$ cat config.mk
export PLATFORM = sky130hd
export DESIGN_NAME = circsat_search_flat
export DESIGN_NICKNAME = d
export VERILOG_FILES = /design/src/rtl/circsat_pkg.sv /design/src/rtl/circsat_search_if.sv /design/src/rtl/circsat_search.sv /design/src/flat_wrapper.sv
export SDC_FILE = /design/constraint.sdc
export NUM_CORES = 1
export LEC_CHECK = 0
export ABC_AREA = 1
export BUFFER_PORTS_ARGS = -buffer_cell sky130_fd_sc_hd__buf_2
export CAP_MARGIN = 30
export CORE_UTILIZATION = 47
export DETAILED_ROUTE_END_ITERATION = 7
export PLACE_DENSITY = 0.72
export SLEW_MARGIN = 20
export SYNTH_ARGS = -nofsm -noshare
export SYNTH_HDL_FRONTEND = slang
export SYNTH_SLANG_ARGS = --single-unit
$ cat constraint.sdc
create_clock -name clk -period 1.3 [get_ports clk]
set_input_delay 0.325 -clock clk [delete_from_list [all_inputs] [get_ports clk]]
set_output_delay 0.325 -clock clk [all_outputs]
set_load 0.01 [all_outputs]
$ cat src/rtl/circsat_pkg.sv
// Shared types and helpers for the exhaustive circuit-satisfiability scanner.
package circsat_pkg;

  typedef enum logic [1:0] {
    StIdle,
    StScan,
    StDone
  } state_t;

  // Size of the candidate space for an n-input circuit.
  function automatic int unsigned space(input int unsigned n);
    return 32'd1 << n;
  endfunction

endpackage

$ cat src/rtl/circsat_search_if.sv
// Scanner <-> circuit/host signal bundle; the circuit under search hangs off cand/y.
interface circsat_search_if #(
  parameter int unsigned N = 3
);
  logic         start;
  logic [N-1:0] cand;
  logic         y;
  logic         busy;
  logic         done;
  logic         found;
  logic [N-1:0] first_sol;
  logic [N:0]   sol_count;

  modport master (
    output start, y,
    input  cand, busy, done, found, first_sol, sol_count
  );

  modport slave (
    input  start, y,
    output cand, busy, done, found, first_sol, sol_count
  );
endinterface

$ cat src/rtl/circsat_search.sv
// Enumerates all 2^N input assignments, one per clock, counting satisfying ones and
// capturing the lowest. All outputs are registered.
module circsat_search
  import circsat_pkg::*;
#(
  parameter int unsigned N          = 3,
  parameter bit          STOP_FIRST = 1'b0
) (
  input  logic             clk,
  input  logic             rst_n,
  circsat_search_if.slave  bus
);

  localparam int unsigned  Space    = space(N);
  localparam logic [N-1:0] LastCand = N'(Space - 1);

  state_t       state_q, state_d;
  logic [N-1:0] cand_q, cand_d;
  logic         busy_q, busy_d;
  logic         done_q, done_d;
  logic         found_q, found_d;
  logic [N-1:0] first_q, first_d;
  logic [N:0]   count_q, count_d;

  always_ff @(posedge clk or negedge rst_n) begin
    if (!rst_n) begin
      state_q <= StIdle;
      cand_q  <= '0;
      busy_q  <= 1'b0;
      done_q  <= 1'b0;
      found_q <= 1'b0;
      first_q <= '0;
      count_q <= '0;
    end else begin
      state_q <= state_d;
      cand_q  <= cand_d;
      busy_q  <= busy_d;
      done_q  <= done_d;
      found_q <= found_d;
      first_q <= first_d;
      count_q <= count_d;
    end
  end

  always_comb begin
    state_d = state_q;
    cand_d  = cand_q;
    busy_d  = busy_q;
    done_d  = done_q;
    found_d = found_q;
    first_d = first_q;
    count_d = count_q;
    unique case (state_q)
      StIdle, StDone: begin
        if (bus.start) begin
          state_d = StScan;
          busy_d  = 1'b1;
          done_d  = 1'b0;
          cand_d  = '0;
          found_d = 1'b0;
          first_d = '0;
          count_d = '0;
        end
      end
      StScan: begin
        if (bus.y) begin
          count_d = count_q + (N+1)'(1);
          if (!found_q) begin
            first_d = cand_q;
            found_d = 1'b1;
          end
        end
        // Terminal check precedes the increment, so cand never wraps.
        if (cand_q == LastCand || (STOP_FIRST && bus.y)) begin
          state_d = StDone;
          busy_d  = 1'b0;
          done_d  = 1'b1;
        end else begin
          cand_d = cand_q + N'(1);
        end
      end
      default: state_d = StIdle;
    endcase
  end

  assign bus.cand      = cand_q;
  assign bus.busy      = busy_q;
  assign bus.done      = done_q;
  assign bus.found     = found_q;
  assign bus.first_sol = first_q;
  assign bus.sol_count = count_q;

endmodule

$ cat src/flat_wrapper.sv
// flat-port wrapper written by rule: the top's interface ports become plain ports
module circsat_search_flat import circsat_pkg::*;
#(
  parameter int unsigned N          = 3,
  parameter bit          STOP_FIRST = 1'b0
)
  (clk, rst_n, bus_start, bus_y, bus_cand, bus_busy, bus_done, bus_found, bus_first_sol, bus_sol_count);
  circsat_search_if #(.N(N)) bus_i ();
  input  logic clk;
  input  logic rst_n;
  input wire logic [$bits(bus_i.start)-1:0] bus_start;
  input wire logic [$bits(bus_i.y)-1:0] bus_y;
  output wire logic [$bits(bus_i.cand)-1:0] bus_cand;
  output wire logic [$bits(bus_i.busy)-1:0] bus_busy;
  output wire logic [$bits(bus_i.done)-1:0] bus_done;
  output wire logic [$bits(bus_i.found)-1:0] bus_found;
  output wire logic [$bits(bus_i.first_sol)-1:0] bus_first_sol;
  output wire logic [$bits(bus_i.sol_count)-1:0] bus_sol_count;
  assign bus_i.start = bus_start;
  assign bus_i.y = bus_y;
  assign bus_cand = bus_i.cand;
  assign bus_busy = bus_i.busy;
  assign bus_done = bus_i.done;
  assign bus_found = bus_i.found;
  assign bus_first_sol = bus_i.first_sol;
  assign bus_sol_count = bus_i.sol_count;
  circsat_search #(.N(N), .STOP_FIRST(STOP_FIRST)) u_core (.clk(clk), .rst_n(rst_n), .bus(bus_i));
endmodule
==> results.md, run 1 <==
- First-pass GRT wire length: about 2 mm
- Final wirelength: 1.219 mm
- DP HPWL: 886 um
- GRT Util Overall: 18.94%
- Post-route ant nets: 0
- FF+latch count, synth: 15
- Number of nets in the layout: approximately 110
- Vias in the first global route: around 450
- Vias per inst: 5.140
- Root Buffer Master: clkbuf_4
- FMAX: 826.0 MHz
- Syn nets: 85
- Setup Fix Bufs, Post-CTS: 0
- Worst Path Buf+Inv: 1
- Crit end category: output pin
- WL per Instance: 10.69 um
- Die footprint: between 1500 and 2000 sq um
- Period minus WS final: around 1.2 ns
- Sink Count: 15
- Area share of fa/ha/maj cells after synthesis: between 5 and 6%
- TritonRoute pass-1 iters: 4
- Row cnt: 13
- RSZ-0062 raised after global routing: false
- Area of the multi-input gates: between 200 and 300 sq um
- Rel. slew slack: just under 80%
- Worst Path Required: 0.98 ns
- Crit-path cells: buf_2
- Core region area: roughly 1300 sq um
- Synth Area in XOR/XNOR: ~1.3%
- Worst slew pin tran: approximately 0.32 ns
- Multiplexer share of the synthesized area: 0%
- Hold slack: 0.4005 ns
- I/O Pins: 17
- Maxcap violations: 0
- Status: finished clean
- Crit path kind: flip-flop to output pin
- Worst Path Arrival: 0.89 ns
- Most common cell after layout, fill and taps aside: nand2_1
- Area delta synth->final: 20.85%
- Die Ht: between 30 and 40 um
- Setup_tns: 0 ns
- Initial antenna violation count: 0
- Startpoint Class: flip-flop
- Netlist cell types: 11
- Leak pwr: ~0.00045 uW
- Hold Violations, Final: 0
- Share of layout cells above drive strength 1: between 20% and 30%
- Maximum clock insertion buffer count: 2
- Fillers: ~120
- Type of the most critical hold path: input port to flip-flop
- DRC: 0
- FF/Latch Area: roughly 380 sq um
- Synth Area in Compound Gates: between 7 and 8%
- Netlist Area Pre-Place: 678.2 sq um
- Mapped Avg Cell Area: slightly below 9 sq um
- Gpl congestion: between 0.7 and 0.8
- # H-tree levels: 1
- Family with the most delay on the worst path: flip-flops
- CTS Buf Count: 3
- PortBufs: 16
- CP max-delay cell: dfrtp_1
- Antenna fix cells: 0
- Clk_skew: around 0.0038 ns
- Clock insertion delay at the later pin of the skew report: 0.28 ns
- 1st-iter DRT viols: 11
- Largest family of logic cells by synthesized area: simple AND/OR/NAND/NOR gates
- Starting Density: about half
- Max Fanout on Critical Path: 6
- Global route overflow: 0
- CTS tree: yes
- CTS clk-pin slew, worst paths: around 0.09 ns
- Synth Area in Simple Gates: approximately a quarter
- Largest net degree at the start of global routing: 16
- Max-slew violation count: 0
- Cells after Synth: around 80
- Yosys warns: 0
- Worst vdd ir: 1.052 mV
- CP peak stage delay: about 0.45 ns
- Period Utilization, post-route: between 90% and 100%
- Vias: slightly below 600
- Most frequent cells in the layout: nand2_1, buf_2, dfrtp_1
- Final setup violation count: 0
- Pwr/cell area: roughly 2400 nW/um^2
- Sequential fraction of the synthesis area: 55.35%
- Width of the chip: 39.99 um
## final timing paths
check	startpoint	endpoint	slack, ns	cells after the start
setup / recovery	u_core.bus.sol_count[0]$_DFFE_PN0P_	bus_sol_count[0]	0.09	1
hold / removal	bus_start	u_core.state_q[1]$_DFFE_PN0P_	0.40	4
setup reg to reg	u_core.bus.cand[0]$_DFFE_PN0P_	u_core.bus.cand[1]$_DFFE_PN0P_	0.11	4
hold reg to reg	u_core.bus.done$_DFFE_PN0P_	u_core.bus.done$_DFFE_PN0P_	0.48	2
max in group asynchronous	rst_n	u_core.bus.sol_count[3]$_DFFE_PN0P_	0.59	2
min in group asynchronous	rst_n	u_core.bus.busy$_DFFE_PN0P_	0.46	2
## stage by stage
stage	power [uW]	utilization [%]	area (sq um)	instances	setup slack (ns)
3_5_place_dp	1732	58.97	777.0	109	0.07545
4_1_cts	2005	61.82	814.5	114	0.06064
3_3_place_gp	1718	58.97	777.0	109	0.1215
2_1_floorplan	1435	-	678.2	78	0.1120
5_1_grt	2226	62.20	819.5	114	0.006837
6_report	2003	62.20	819.5	114	0.08936
## kinds of logic (layout without fill, tap and decap cells)
group / count (synthesis) / in the layout
simple gates: 40 / 40
flops: 15 / 15
buf+inv: 10 / 31
compound gates: 9 / 9
fa+ha+maj: 3 / 3
xor+xnor: 1 / 1
## synth_stat cells (all sizes together)
cell,n,area [sq um]
nor2,7,26.28
o21ai,9,48.80
nand4,4,25.02
dfrtp,15,375.4
ha,3,37.54
inv,10,37.54
nand3,8,40.04
nand2,21,78.83
xnor2,1,8.760
## state kept, by name (all words and copies together) (netlist names)
name                  count
u_core.bus.found          1
u_core.bus.first_sol      3
u_core.bus.cand           3
u_core.bus.busy           1
u_core.bus.sol_count      4
u_core.state_q            2
u_core.bus.done           1
## cell type report
| type | count | share of cell area [%] |
|---|---|---|
| clock buffers | 3 | 2.748 |
| inverters | 10 | 4.580 |
| flip-flops and latches | 15 | 45.80 |
| clock inverters | 1 | 0.6107 |
| well taps | 15 | 2.290 |
| multi-input cells | 53 | 32.98 |
| repair buffers | 17 | 10.99 |
## what timing repair did
action                     in CTS  in global routing
hold buffers                    1                  0
hold endpoints to repair       15                  0
gates resized for setup         0                  2
setup endpoints to repair       0                  3
## per-layer routing
layer	wire length (um)	vias to the layer above	GRT usage, %
met1	598	268	27.30
met2	549	17	26.61
met5	0	-	0
met4	11	0	10.34
met3	58	2	3.333
li1	-	299	-
## power by group
| group | leakage (uW) | total, uW | internal, uW | switching [uW] |
|---|---|---|---|---|
| clock | 0.0000177 | 262 | 114 | 148 |
| combinational | 0.000249 | 908 | 361 | 547 |
| sequential | 0.000186 | 833 | 666 | 166 |
Note: power is estimated with default switching activity, not from simulation.
==> run 2, diff against run 1 <==
--- a/config.mk
+++ b/config.mk
@@ -8,9 +8,10 @@
 export ABC_AREA = 1
 export BUFFER_PORTS_ARGS = -buffer_cell sky130_fd_sc_hd__buf_2
 export CAP_MARGIN = 30
-export CORE_UTILIZATION = 47
+export CORE_UTILIZATION = 44
 export DETAILED_ROUTE_END_ITERATION = 7
-export PLACE_DENSITY = 0.72
+export PLACE_DENSITY = 0.71
+export SETUP_SLACK_MARGIN = 0.5
 export SLEW_MARGIN = 20
 export SYNTH_ARGS = -nofsm -noshare
 export SYNTH_HDL_FRONTEND = slang
==> constraint.sdc (replaced) <==
create_clock -name clk -period 1 [get_ports clk]
set_input_delay 0.25 -clock clk [delete_from_list [all_inputs] [get_ports clk]]
set_output_delay 0.25 -clock clk [all_outputs]
set_load 0.05 [all_outputs]
==> run 2 against run 1 <==
  * The flow now finishes with violations (hold timing, setup timing)
  * Sequential cell count is the same
  * Clock-buffer cell count is the same
  * Register-to-register slack lost 0.35 ns
  * Non-clock buffer count grew 14
  * Clock skew is essentially flat
  * Critical path depth grew 1
  * Critical endpoint is now bus_cand[1]
==> results.md, run 2 (same netlist as run 1, synthesis figures left out) <==
- I/O Pins: 17
- Fillers: 65
- Global route overflow: 0
- Antenna fix cells: 0
- Sink Count: 15
- Largest register FFs: 4
- Number of nets in the layout: roughly 120
- End of the critical path: bus_cand[1]
- Final setup violation count: 28
- Area of the multi-input gates: around 410 sq um
- CP max-delay cell: dfrtp_2
- Clk_skew: 0.004063 ns
- GR met1 Demand/Resource: roughly a third
- Crit end category: output pin
- Gpl congestion: between 0.7 and 0.8
- Failing checks: hold timing, setup timing
- # H-tree levels: 1
- 1st-iter DRT viols: 29
- CP peak stage delay: approximately 0.42 ns
- Share of layout cells above drive strength 1: roughly two thirds
- Final wirelength: ~2.1 mm
- RSZ-0062 raised after global routing: true
- Root Buffer Master: clkbuf_4
- CTS Buf Count: 3
- CTS clk-pin slew, worst paths: 0.09 ns
- Reg2Reg Depth: 5
- Initial antenna violation count: 0
- WL per Instance: 16.43 um
- R2R Setup Slk: -0.24 ns
- Maxcap violations: 0
- Period Utilization, post-route: 124.8%
- Worst slew pin tran: ~0.35 ns
- Largest net degree at the start of global routing: 16
- Crit path from: u_core.bus.cand[1]$_DFFE_PN0P_
- Reg2reg end: u_core.bus.cand[2]$_DFFE_PN0P_
- Status: finished with violations
- FMAX: approximately 800 MHz
- Grt met2 use: approximately 46%
- Period minus WS final: 1.248 ns
- Family with the most delay on the worst path: flip-flops
- TritonRoute pass-1 iters: 4
- Crit. path cell count: 2
- Crit-path cells: buf_4 > buf_6
- Reg2reg start: u_core.bus.cand[1]$_DFFE_PN0P_
- Most frequent cells in the layout: buf_6, nand2_1, dfrtp_2
- CTS tree: yes
- Starting Density: about 50%
- Worst Path Buf+Inv: 2
- Die footprint: approximately 1700 sq um
- Vias: approximately 710
- Max-slew violation count: 0
- Clock insertion delay at the later pin of the skew report: roughly 0.30 ns
- Setup WS post-layout: -0.2483 ns
- Max Fanout on Critical Path: 2
- Die Ht: 41.26 um
- Vias in the first global route: 675
- Hold Violations, Final: 15
- Core region area: roughly 1400 sq um
- FF/Latch Area: 394.1 sq um
- Worst Path Required: ~0.75 ns
- Crit path kind: flip-flop to output pin
- First-pass GRT wire length: approximately 2.9 mm
- DP HPWL: 1.059 mm
- Row cnt: 13
- Width of the chip: roughly 41 um
- Vias per inst: roughly 5.5
- Met3 Use GR: ~3.8%
- GRT Util Overall: approximately 27%
- Maximum clock insertion buffer count: 2
- PortBufs: 16
- Post-route ant nets: 0
- Area delta synth->final: 74.17%
- Worst Path Arrival: 1.00 ns
- Most common cell after layout, fill and taps aside: buf_6
- DRC: 0
- Rel. slew slack: about three quarters
- Startpoint Class: flip-flop
- GRT busiest layer: met2
- Type of the most critical hold path: input port to async pin
- Pre-CTS setup slack: -0.1200 ns
- Hold slack: -0.1572 ns
## run 2: worst min path at each step
stage	from	to	slack, ns	cells after the start
2_1_floorplan	rst_n	u_core.bus.busy$_DFFE_PN0P_	-0.05	0
3_3_place_gp	rst_n	u_core.state_q[0]$_DFFE_PN0P_	0.17	1
3_5_place_dp	rst_n	u_core.state_q[1]$_DFFE_PN0P_	0.17	1
4_1_cts	rst_n	u_core.state_q[1]$_DFFE_PN0P_	-0.15	1
5_1_grt	rst_n	u_core.state_q[1]$_DFFE_PN0P_	-0.12	1
6_report	rst_n	u_core.state_q[1]$_DFFE_PN0P_	-0.16	1
## run 2: metal layers
layer,vias to the layer above,share of wire (%)
met5,-,0
met4,0,3.9
met3,9,6.2
met2,40,50
met1,332,40
li1,328,-
## run 2: area by class of cell
class	count	area share (%)
clock buffers	3	1.907
multi-input cells	53	34.53
flip-flops and latches	15	33.37
well taps	15	1.589
clock inverters	1	0.4237
repair buffers	31	24.79
inverters	10	3.390
## run 2: through the flow
step / TNS, ns / instance area [sq um] / util (%) / instances / hold WS [ns]
4_1_cts: -3.230 / 1140 / 83.42 / 126 / -0.1475
6_report: -4.071 / 1181 / 86.45 / 128 / -0.1572
3_5_place_dp: -0.6024 / 874.6 / 64.01 / 111 / 0.1743
2_1_floorplan: -1.310 / 760.7 / - / 78 / -0.04559
3_3_place_gp: -0.3974 / 874.6 / 64.01 / 111 / 0.1669
5_1_grt: -4.782 / 1181 / 86.45 / 128 / -0.1245
## run 2: worst register-to-register path, delay by kind of cell, from the launching register on
kind	cells	cell delay (ns)
AO/OA/AOI/OAI	2	0.27
adder cells (fa/ha/maj)	2	0.32
buffers and inverters	1	0.12
flip-flops	1	0.42
## run 2: repair_timing
action / 4_1_cts / 5_1_grt
hold endpoints to repair: 15 / 15
pin swaps: 6 / 3
resized for setup: 44 / 7
setup buffers: 11 / 2
endpoints found under the setup margin: 28 / 28
Power of run 2 is not shown: default switching activity piles up to over one toggle a cycle in this logic, so the estimate is an artifact.
==> run 3, diff against run 2 <==
--- a/config.mk
+++ b/config.mk
@@ -11,7 +11,7 @@
 export CORE_UTILIZATION = 44
 export DETAILED_ROUTE_END_ITERATION = 7
 export PLACE_DENSITY = 0.71
-export SETUP_SLACK_MARGIN = 0.5
+export SETUP_SLACK_MARGIN = 0.15
 export SLEW_MARGIN = 20
 export SYNTH_ARGS = -nofsm -noshare
 export SYNTH_HDL_FRONTEND = slang
==> run 3 against run 2 <==
  * The flow finishes with violations (setup timing)
  * Global-route usage increased by 0.45 points
  * Setup slack got worse by 0.043 ns
  * Clock-buffer cell count unchanged
  * Worst hold slack improved by 0.43 ns
  * Largest cell class unchanged
  * Clock skew decreased by 0.0027 ns
  * Fmax decreased by 3.4%
==> results.md, run 3 (same netlist as run 1, synthesis figures left out) <==
- I/O Pins: 17
- Maximum clock insertion buffer count: 2
- CTS tree: yes
- CP peak stage delay: approximately 0.42 ns
- Starting Density: about half
- Worst Path Buf+Inv: 2
- DRC: 0
- Clk_skew: 0.001331 ns
- Max Fanout on Critical Path: 4
- Most common cell after layout, fill and taps aside: buf_6
- Most frequent cells in the layout: buf_6, nand2_1, dfrtp_2
- Final wirelength: approximately 2.7 mm
- Hold slack: around 0.27 ns
- Largest net degree at the start of global routing: 16
- FMAX: just under 800 MHz
- TritonRoute pass-1 iters: 4
- Hold Violations, Final: 0
- Status: finished with violations
- Post-route ant nets: 0
- 1st-iter DRT viols: 19
- Initial antenna violation count: 0
- Core region area: 1366 sq um
- Family with the most delay on the worst path: flip-flops
- CP max-delay cell: dfrtp_2
- DP HPWL: between 1 and 1.5 mm
- Final setup violation count: 28
- Root Buffer Master: clkbuf_4
- Max-slew violation count: 0
- GRT Util Overall: between 20% and 30%
- Worst hold start: bus_y
- Clock insertion delay at the later pin of the skew report: between 0.2 and 0.3 ns
- Post-route insts no fill: around 130
- Area of the multi-input gates: around 420 sq um
- Sink Count: 15
- Gpl congestion: between 0.7 and 0.8
- Worst Path Arrival: between 1.5 and 2 ns
- Vias in the first global route: 664
- WL per Instance: a little over 20 um
- Fillers: between 50 and 60
- Worst slew pin tran: between 0.3 and 0.4 ns
- Type of the most critical hold path: input port to flip-flop
- Placed cell count: 111
- Die Ht: slightly above 40 um
- Area delta synth->final: 81.55%
- Reg2reg start: u_core.bus.cand[0]$_DFFE_PN0P_
- Worst Path Required: around 1.2 ns
- Row cnt: 13
- Rel. slew slack: slightly below 80%
- Most frequent CP cell: ha_4
- Period Utilization, post-route: 129.2%
- Crit end category: flip-flop
- RSZ-0062 raised after global routing: true
- Die footprint: between 1500 and 2000 sq um
- CTS clk-pin slew, worst paths: about 0.09 ns
- Startpoint Class: flip-flop
- CTS Buf Count: 3
- # H-tree levels: 1
- Crit path from: u_core.bus.cand[0]$_DFFE_PN0P_
- First-pass GRT wire length: 2.877 mm
- Crit path kind: flip-flop to flip-flop
- Setup WS post-layout: -0.2916 ns
- Crit-path cells: buf_6 > ha_4 > ha_4 > o21ai_4 > buf_4
- Width of the chip: approximately 41 um
- Met3 Use GR: around 4.3%
- Vias: roughly 790
- Vias per inst: between 6 and 7
- Period minus WS final: 1.292 ns
- Antenna fix cells: 0
- GRT busiest layer: met2
- Share of layout cells above drive strength 1: 68.10%
- Maxcap violations: 0
- Number of nets in the layout: 124
- GR met1 Demand/Resource: 31.19%
- Global route overflow: 0
- Grt met2 use: ~45%
- FF/Latch Area: 394.1 sq um
- Largest register FFs: 4
- PortBufs: 16
- Failing checks: setup timing
[run 3: area by class of cell]
class                   instances  share of cell area, %
multi-input cells              53                  33.94
well taps                      15                  1.524
inverters                      10                  3.455
clock buffers                   3                  1.829
flip-flops and latches         15                  32.01
clock inverters                 1                 0.4065
repair buffers                 34                  26.83
[run 3: per-stage QoR]
step	setup slack (ns)	utilization (%)	TNS (ns)	cell area, sq um
global placement	-0.09393	64.01	-0.3974	874.6
detailed placement	-0.1200	64.01	-0.6024	874.6
global route	-0.3204	90.11	-5.170	1231
floorplan	-0.2049	-	-1.310	760.7
CTS	-0.2314	84.16	-3.230	1150
finish	-0.2916	90.11	-4.467	1231
[run 3: final timing paths]
check	to	slack, ns	cells after the start
setup / recovery	u_core.state_q[0]$_DFFE_PN0P_	-0.29	5
hold / removal	u_core.bus.found$_DFFE_PN0P_	0.27	3
setup reg to reg	u_core.state_q[0]$_DFFE_PN0P_	-0.29	5
hold reg to reg	u_core.bus.first_sol[0]$_DFFE_PN0P_	0.51	2
max in group asynchronous	u_core.bus.cand[0]$_DFFE_PN0P_	0.31	2
min in group asynchronous	u_core.bus.done$_DFFE_PN0P_	0.42	2
[run 3: worst register-to-register path, cell delays in order, from the launching register on]
cell and delay [ns]:
dfrtp_2 0.42, buf_6 0.12, ha_4 0.15, ha_4 0.18
o21ai_4 0.22, buf_4 0.15
[run 3: layer usage]
layer,vias to the layer above,part of all wire (%)
met5,-,0
met4,0,6.4
met3,23,8.9
met2,65,49
met1,373,36
li1,331,-
[run 3: what timing repair did]
item | in CTS | in global routing
pin swaps | 6 | 8
hold endpoints to repair | 15 | 0
buffers inserted | 11 | 4
gates resized for setup | 44 | 10
endpoints found under the setup margin | 28 | 28
hold buffers | 1 | 0
cloned | 0 | 0
Power of run 3 is left out for the same reason.
